**src/rtl/alu_32bit_pkg.sv**
```systemverilog
// rtl/alu_32bit_pkg.sv - opcodes, float field constants and shared leading-zero count for alu_32bit
package alu_32bit_pkg;

  localparam logic [4:0] OP_AND    = 5'b00000;
  localparam logic [4:0] OP_OR     = 5'b00001;
  localparam logic [4:0] OP_ADD    = 5'b00010;
  localparam logic [4:0] OP_SUB    = 5'b00011;
  localparam logic [4:0] OP_XOR    = 5'b00100;
  localparam logic [4:0] OP_SLL    = 5'b00101;
  localparam logic [4:0] OP_SRL    = 5'b00110;
  localparam logic [4:0] OP_SLTU   = 5'b00111;
  localparam logic [4:0] OP_SLT    = 5'b01000;
  localparam logic [4:0] OP_SGE    = 5'b01001;
  localparam logic [4:0] OP_SRA    = 5'b01010;
  localparam logic [4:0] OP_SEQ    = 5'b01011;
  localparam logic [4:0] OP_SNE    = 5'b01100;
  localparam logic [4:0] OP_ADDF   = 5'b01111;
  localparam logic [4:0] OP_CVTITF = 5'b11110;
  localparam logic [4:0] OP_CVTFTI = 5'b11111;

  localparam int FP_BIAS   = 127;
  localparam int FP_EXP_W  = 8;
  localparam int FP_FRAC_W = 23;

  localparam logic [31:0] FP_QNAN    = 32'h7FC0_0000;
  localparam logic [31:0] FP_POS_INF = 32'h7F80_0000;

  // Number of zeros above the most significant one; 32 for an all-zero word.
  function automatic logic [5:0] lzc32(input logic [31:0] x);
    logic [5:0] n;
    logic       found;
    n     = 6'd32;
    found = 1'b0;
    for (int i = 31; i >= 0; i--) begin
      if (!found && x[i]) begin
        n     = 6'(31 - i);
        found = 1'b1;
      end
    end
    return n;
  endfunction

endpackage

```
**src/rtl/alu_32bit_fp_add32.sv**
```systemverilog
// rtl/alu_32bit_fp_add32.sv - combinational single-precision adder, truncating, denormals flushed
module alu_32bit_fp_add32
  import alu_32bit_pkg::*;
(
  input  logic [31:0] i_a,
  input  logic [31:0] i_b,
  output logic [31:0] o_result,
  output logic        o_overflow
);

  logic [7:0]  w_ea;
  logic [7:0]  w_eb;
  logic [23:0] w_ma;
  logic [23:0] w_mb;
  logic        w_a_big;
  logic        w_sign_big;
  logic        w_same_sign;
  logic [7:0]  w_e_big;
  logic [7:0]  w_e_small;
  logic [23:0] w_m_big;
  logic [23:0] w_m_small;
  logic [7:0]  w_diff;
  logic [23:0] w_m_aligned;
  logic [24:0] w_sum;
  logic [5:0]  w_lz;

  assign w_ea = i_a[30:23];
  assign w_eb = i_b[30:23];
  // Exponent zero means zero or denormal; both contribute no significand.
  assign w_ma = (w_ea == 8'd0) ? 24'd0 : {1'b1, i_a[22:0]};
  assign w_mb = (w_eb == 8'd0) ? 24'd0 : {1'b1, i_b[22:0]};

  // Ordering by magnitude keeps the significand difference non-negative.
  assign w_a_big     = (i_a[30:0] >= i_b[30:0]);
  assign w_sign_big  = w_a_big ? i_a[31] : i_b[31];
  assign w_same_sign = (i_a[31] == i_b[31]);
  assign w_e_big     = w_a_big ? w_ea : w_eb;
  assign w_e_small   = w_a_big ? w_eb : w_ea;
  assign w_m_big     = w_a_big ? w_ma : w_mb;
  assign w_m_small   = w_a_big ? w_mb : w_ma;
  assign w_diff      = w_e_big - w_e_small;
  assign w_m_aligned = (w_diff > 8'd23) ? 24'd0 : (w_m_small >> w_diff);
  assign w_sum       = w_same_sign ? ({1'b0, w_m_big} + {1'b0, w_m_aligned})
                                   : ({1'b0, w_m_big} - {1'b0, w_m_aligned});
  assign w_lz        = lzc32({7'd0, w_sum});

  // Normalise the raw sum and classify NaN/inf/zero/underflow outcomes.
  always_comb begin
    logic [9:0]  v_exp;
    logic [24:0] v_norm;
    o_result   = 32'd0;
    o_overflow = 1'b0;
    v_exp      = 10'd0;
    v_norm     = 25'd0;
    if (w_ea == 8'hFF || w_eb == 8'hFF) begin
      o_result   = FP_QNAN;
      o_overflow = 1'b1;
    end else if (w_sum != 25'd0) begin
      if (w_sum[24]) begin
        v_norm = w_sum >> 1;
        v_exp  = {2'b00, w_e_big} + 10'd1;
      end else begin
        v_norm = w_sum << (w_lz - 6'd8);
        v_exp  = {2'b00, w_e_big} - {4'd0, w_lz - 6'd8};
      end
      if ($signed(v_exp) >= 10'sd255) begin
        o_result   = FP_POS_INF | {w_sign_big, 31'd0};
        o_overflow = 1'b1;
      end else if ($signed(v_exp) > 10'sd0) begin
        o_result = {w_sign_big, v_exp[7:0], 23'(v_norm)};
      end
    end
  end

endmodule

```
**src/rtl/alu_32bit.sv**
```systemverilog
// rtl/alu_32bit.sv - registered 32-bit integer/float ALU for the DLX execute stage
module alu_32bit
  import alu_32bit_pkg::*;
(
  input  logic        clk,
  input  logic        reset,
  input  logic [31:0] A,
  input  logic [31:0] B,
  input  logic [4:0]  Op,
  output logic [31:0] Result,
  output logic        Carryout,
  output logic        Overflow,
  output logic        Zero,
  output logic        Set
);

  logic [31:0] r_result;
  logic        r_carry;
  logic        r_ovf;
  logic        r_zero;
  logic        r_set;

  logic        w_is_sub;
  logic [31:0] w_b_eff;
  logic [32:0] w_sum;
  logic        w_add_ovf;
  logic [31:0] w_fadd_result;
  logic        w_fadd_ovf;
  logic [31:0] w_itf_mag;
  logic [5:0]  w_itf_lz;
  logic [31:0] w_itf_norm;
  logic [7:0]  w_itf_exp;
  logic [31:0] w_itf_result;
  logic [7:0]  w_fti_ue;
  logic [31:0] w_fti_mant;
  logic [31:0] w_fti_mag;
  logic [31:0] w_fti_sat;
  logic [31:0] w_fti_result;
  logic        w_fti_ovf;
  logic [31:0] w_result;
  logic        w_carry;
  logic        w_ovf;
  logic        w_set;

  // SUB reuses the adder as A + ~B + 1.
  assign w_is_sub  = (Op == OP_SUB);
  assign w_b_eff   = w_is_sub ? ~B : B;
  assign w_sum     = {1'b0, A} + {1'b0, w_b_eff} + 33'(w_is_sub);
  assign w_add_ovf = (A[31] == w_b_eff[31]) && (w_sum[31] != A[31]);

  alu_32bit_fp_add32 u_fp_add (
    .i_a        (A),
    .i_b        (B),
    .o_result   (w_fadd_result),
    .o_overflow (w_fadd_ovf)
  );

  // Int to float: sign-magnitude, left-justify the leading one, drop bits below the mantissa.
  assign w_itf_mag    = A[31] ? (~A + 32'd1) : A;
  assign w_itf_lz     = lzc32(w_itf_mag);
  assign w_itf_norm   = w_itf_mag << w_itf_lz;
  assign w_itf_exp    = 8'(FP_BIAS + 31) - {2'b00, w_itf_lz};
  assign w_itf_result = (A == 32'd0) ? 32'd0 : {A[31], w_itf_exp, 23'(w_itf_norm >> 8)};

  // Float to int: place the significand by the unbiased exponent, truncating toward zero.
  assign w_fti_ue   = A[30:23] - 8'(FP_BIAS);
  assign w_fti_mant = {8'd0, 1'b1, A[22:0]};
  assign w_fti_mag  = (w_fti_ue >= 8'd23) ? (w_fti_mant << (w_fti_ue - 8'd23))
                                          : (w_fti_mant >> (8'd23 - w_fti_ue));
  assign w_fti_sat  = A[31] ? 32'h8000_0000 : 32'h7FFF_FFFF;

  // Float to int range handling: NaN/inf and large magnitudes saturate, -2^31 is exact.
  always_comb begin
    w_fti_result = 32'd0;
    w_fti_ovf    = 1'b0;
    if (A[30:23] == 8'hFF) begin
      w_fti_result = w_fti_sat;
      w_fti_ovf    = 1'b1;
    end else if (A[30:23] < 8'(FP_BIAS)) begin
      w_fti_result = 32'd0;
    end else if (w_fti_ue >= 8'd31) begin
      if (A[31] && w_fti_ue == 8'd31 && A[22:0] == 23'd0) begin
        w_fti_result = 32'h8000_0000;
      end else begin
        w_fti_result = w_fti_sat;
        w_fti_ovf    = 1'b1;
      end
    end else begin
      w_fti_result = A[31] ? (~w_fti_mag + 32'd1) : w_fti_mag;
    end
  end

  // Opcode mux; compares put their outcome in both Result[0] and Set.
  always_comb begin
    w_result = 32'd0;
    w_carry  = 1'b0;
    w_ovf    = 1'b0;
    w_set    = 1'b0;
    case (Op)
      OP_AND:    w_result = A & B;
      OP_OR:     w_result = A | B;
      OP_XOR:    w_result = A ^ B;
      OP_ADD, OP_SUB: begin
        w_result = w_sum[31:0];
        w_carry  = w_sum[32];
        w_ovf    = w_add_ovf;
      end
      OP_SLL:    w_result = A << B[4:0];
      OP_SRL:    w_result = A >> B[4:0];
      OP_SRA:    w_result = $signed(A) >>> B[4:0];
      OP_SLTU:   w_set = (A < B);
      OP_SLT:    w_set = ($signed(A) < $signed(B));
      OP_SGE:    w_set = ($signed(A) >= $signed(B));
      OP_SEQ:    w_set = (A == B);
      OP_SNE:    w_set = (A != B);
      OP_ADDF: begin
        w_result = w_fadd_result;
        w_ovf    = w_fadd_ovf;
      end
      OP_CVTITF: w_result = w_itf_result;
      OP_CVTFTI: begin
        w_result = w_fti_result;
        w_ovf    = w_fti_ovf;
      end
      default:   w_result = 32'd0;
    endcase
    if (w_set) w_result = 32'd1;
  end

  // Output register; reset wins over the op sampled on the same edge.
  always_ff @(posedge clk) begin
    if (reset) begin
      r_result <= 32'd0;
      r_carry  <= 1'b0;
      r_ovf    <= 1'b0;
      r_zero   <= 1'b0;
      r_set    <= 1'b0;
    end else begin
      r_result <= w_result;
      r_carry  <= w_carry;
      r_ovf    <= w_ovf;
      r_zero   <= (w_result == 32'd0);
      r_set    <= w_set;
    end
  end

  assign Result   = r_result;
  assign Carryout = r_carry;
  assign Overflow = r_ovf;
  assign Zero     = r_zero;
  assign Set      = r_set;

endmodule

```
**config.mk**
```make
export PLATFORM = sky130hd
export DESIGN_NAME = alu_32bit
export DESIGN_NICKNAME = d
export VERILOG_FILES = /design/src/rtl/alu_32bit_pkg.sv /design/src/rtl/alu_32bit_fp_add32.sv /design/src/rtl/alu_32bit.sv
export SDC_FILE = /design/constraint.sdc
export NUM_CORES = 1
export LEC_CHECK = 0
export BUFFER_PORTS_ARGS = -buffer_cell sky130_fd_sc_hd__clkbuf_2
export CORE_AREA = 2 2 249 251
export DETAILED_ROUTE_END_ITERATION = 10
export DIE_AREA = 0 0 251 253
export GPL_TIMING_DRIVEN = 0
export SKIP_LAST_GASP = 1
export SLEW_MARGIN = 5
export SYNTH_ARGS = -nofsm -noshare
export SYNTH_HDL_FRONTEND = slang
export SYNTH_SLANG_ARGS = --single-unit
```
**constraint.sdc**
```tcl
create_clock -name clk -period 42.8 [get_ports clk]
set_clock_uncertainty 0.15 [all_clocks]
set_input_delay 6.42 -clock clk [delete_from_list [all_inputs] [get_ports clk]]
set_output_delay 6.42 -clock clk [all_outputs]
set_load 0.02 [all_outputs]
```
==> flow_results.org <==
** Die
- Number of ports placed on the die boundary :: 107
- The floorplan step defined a die boundary enclosing 63500 um^2.
- Measured along the x axis, the die boundary spans 251 um.
- Floorplan row count :: 91
- Die height :: 253 um
- The core region is 61030 um^2.
- For this configuration, the core starts out at a cell density of 39.49%.

** Setup path
- The worst setup path is captured at a register.
- Worst endpoint data arrival time :: 25.48 ns
- At the worst endpoint, the required time is 42.85 ns.
- In this run the worst path has a maximum fanout of 11.
- The setup path with the least slack is of type input pin to register.
- For this design, the slowest cell found on the critical path is clkinv_1.
- In this design, the stage delay of the slowest critical-path cell is 0.77 ns.
- Launching element type of the critical path :: input pin
- Most common cell on crit path :: clkbuf_1

** Route
- Dividing the detail-routed via count by the number of cells gives 6.966.
- After detailed routing, the average wire length per cell comes to 31.82 um.
- Post-route DRC :: 0
- Vias :: 31150
- The pre-antenna-repair detailed-routing pass consisted of 6 iterations.
- After the first detailed-routing iteration, the DRC count stood at 4588.
- Final WL :: 142300 um
- Residual antenna-violating net count after detailed routing :: 0

** Synth
- Unique masters post-synth :: 109
- Synthesis produced a netlist with a net count of 3811.
- Cells after synthesis :: 3564
- Among all cell types in the netlist, the one instantiated most often is nor2_1.
- After synthesis, the mean cell area works out to 6.763 um^2.
- Number of flops mapped to enable cells by yosys :: 0
- Top cells by count, synth :: 355 x nor2_1, 351 x nand2_1, 304 x o21ai_0
- Warnings, synthesis :: 0
- Summing every instance area after synthesis gives 24100 um^2.
- Sequential cells were found to cover 2.990% of the synthesized design area.
- The biggest area contributor in the post-synthesis netlist is mux2i_1.
- Share of the synthesized area in the top cell type :: 9.427%
- Main flop type after synthesis :: dfxtp_1
- Flop and latch count out of synthesis :: 36
- By area the synthesized netlist is led by mux2i_1 9.4%, ha_1 9.0%, o21ai_0 6.3%.
- For this run, asynchronously set or reset flops after synthesis account for 0%.

** Global routing
- Global routing consumed, over all layers together, 43.27% of the routing resources.
- The first global-routing pass estimated 203000 um of wire.
- Vias in the first global route :: 28710
- Entering global routing, the biggest net connects 13 pins.
- After global routing the overflow that remains totals 0.
- Number of antenna violations at the first check in global routing :: 8

** Power
- VDD sags by at most 0.00005948 V.
- Leakage power total :: 0.01045 uW
- Power spread over the standard cell area amounts to 46.83 nW/um^2.

** Cells and area
- The finished cells cover 25820 um^2.
- After filler insertion, the fill cell instance count of the layout stands at 6750.
- Footprint of the multi-input gates :: 21770 um^2
- After the last flow step, the layout net total stands at 3925.
- Once layout is complete, the cells apart from fillers number 4472.
- Area growth from synthesis to final layout :: 7.106%
- Sequential cell area :: 720.7 um^2
- Cells with a size suffix above 1 make up 8.861% of the layout.

** Placement
- Half-perimeter wire length after placement :: 117600 um
- GP Congestion :: 1.114
- The count of buffers added on input and output ports is 104.
- Area after DPL :: 25660 um^2
- In this run, placement finished with an instance count of 4461.
- Post-placement setup slack :: 17.86 ns

** Clocking
- CTS Hold Bufs :: 0
- The cell sitting at the root of the clock tree is a clkbuf_16.
- Longest Clk Path Bufs :: 2
- Clock-pin slew was measured on the worst setup and hold paths at 0.05 ns.
- Number of clock sinks :: 36
- Num CTS Buffers :: 5
- The number of gates resized after CTS was 0.
- TritonCTS clock tree :: done
- Number of H-tree branching levels :: 2
- In this run the post-CTS setup repair buffer count came out at 0.

** Hold path
- Along the worst hold path, the cell count comes to 2.
- Classification of the worst-slack hold path :: input pin to register
- Endpoint of the worst hold path :: Result[16]
- The startpoint identified for the worst hold timing path is reset.

** Flow run
- Max-cap violations :: 0

** Status
- The run finished with clean final reports.

** STA
- Setup violations remaining at the end of the flow were counted as 0.
- Worst hold slack across all endpoints :: 6.400 ns
- For the final routed database, the setup TNS stands at 0 ns.
- Slack of the critical path :: 17.38 ns
- Time the worst path needs with I/O delays and setup :: 25.42 ns
- At the pin with the least slew margin, the transition time is 1.266 ns.
- The final-report max-slew violation count is 0.
- The total count of hold-check failures in the final report came to 0.
- Remaining max-slew budget at the tightest pin :: 15.57%
- After layout, the worst path uses 59.40% of the clock period.
- Based on the critical path, the design can be clocked at up to 39.34 MHz.
- Setup repair after global routing missed its margin :: no
[sequential cells by signal (all words and copies together) (netlist names)]
register  cells
Carryout      1
Overflow      1
Set           1
Result       32
Zero          1
[stage by stage]
step | util, % | power [uW]
floorplan | - | 796.3
global placement | 41.97 | 1127
detailed placement | 42.04 | 1119
CTS | 42.28 | 1159
global route | 42.29 | 1277
finish | 42.30 | 1209
[worst max-delay path: cells and delay by family]
family                     cells  cell delay (ns)
AOI/OAI and AO/OA             22             5.78
xor gates and xnor gates       1             0.17
adders and majority gates      6             1.97
buffers and inverters         19             6.80
muxes                          3             0.60
and+or+nand+nor               18             3.70
[logic make-up (layout without fill, tap and decap cells)]
family | after synthesis | in the layout | synth area share, %
compound gates | 1184 | 1184 | 32.35
fa+ha+maj | 179 | 179 | 9.354
buf+inv | 420 | 535 | 6.811
xor+xnor | 171 | 171 | 6.214
mux | 335 | 335 | 17.52
simple gates | 1239 | 1239 | 24.76
flops | 36 | 36 | 2.990
other cells | 0 | 3 | 0
[layout make-up]
cell class / instances / share of cell area [%]
Sequential cell: 36 / 2.792
Buffer: 273 / 4.221
Tap cell: 790 / 3.829
Inverter: 147 / 2.137
Multi-Input combinational cell: 3108 / 84.31
Timing Repair Buffer: 107 / 2.113
Clock buffer: 8 / 0.5671
Antenna cell: 3 / 0.02908
[power by group]
part | internal, uW | switching (uW)
Sequential | 36.5 | 0.979
Combinational | 378 | 758
Clock | 23.1 | 11.8
[worst max-delay path by stage]
stage / end / from / depth (start not counted)
after floorplan: Zero / A[23] / 65
after global placement: Zero / B[3] / 69
after detailed placement: Zero / B[3] / 69
after CTS: Zero / B[3] / 69
after global routing: Zero / B[3] / 69
final: Zero / B[3] / 69
[cell usage in the layout, fill, tap and decap left out, types with 51 or more instances in the layout]
cell type,count
ha_1,173
clkbuf_2,105
o21ai_0,303
nand2_1,351
inv_1,136
o211ai_1,52
a211oi_1,51
nand3_1,111
mux4_2,65
xnor2_1,131
a21oi_1,246
nor3_1,89
nor2_1,355
o22ai_1,53
clkbuf_1,203
mux2i_1,227
[per-layer routing]
layer | GRT usage, % | wire length (um) | vias to the layer above
met1 | 55.00 | 54030 | 14710
met5 | 0 | 75 | -
met2 | 64.22 | 58060 | 2230
met4 | 33.01 | 13570 | 12
met3 | 8.758 | 16590 | 559
li1 | - | - | 13650
No activity file was read; power rests on OpenSTA's default activity.
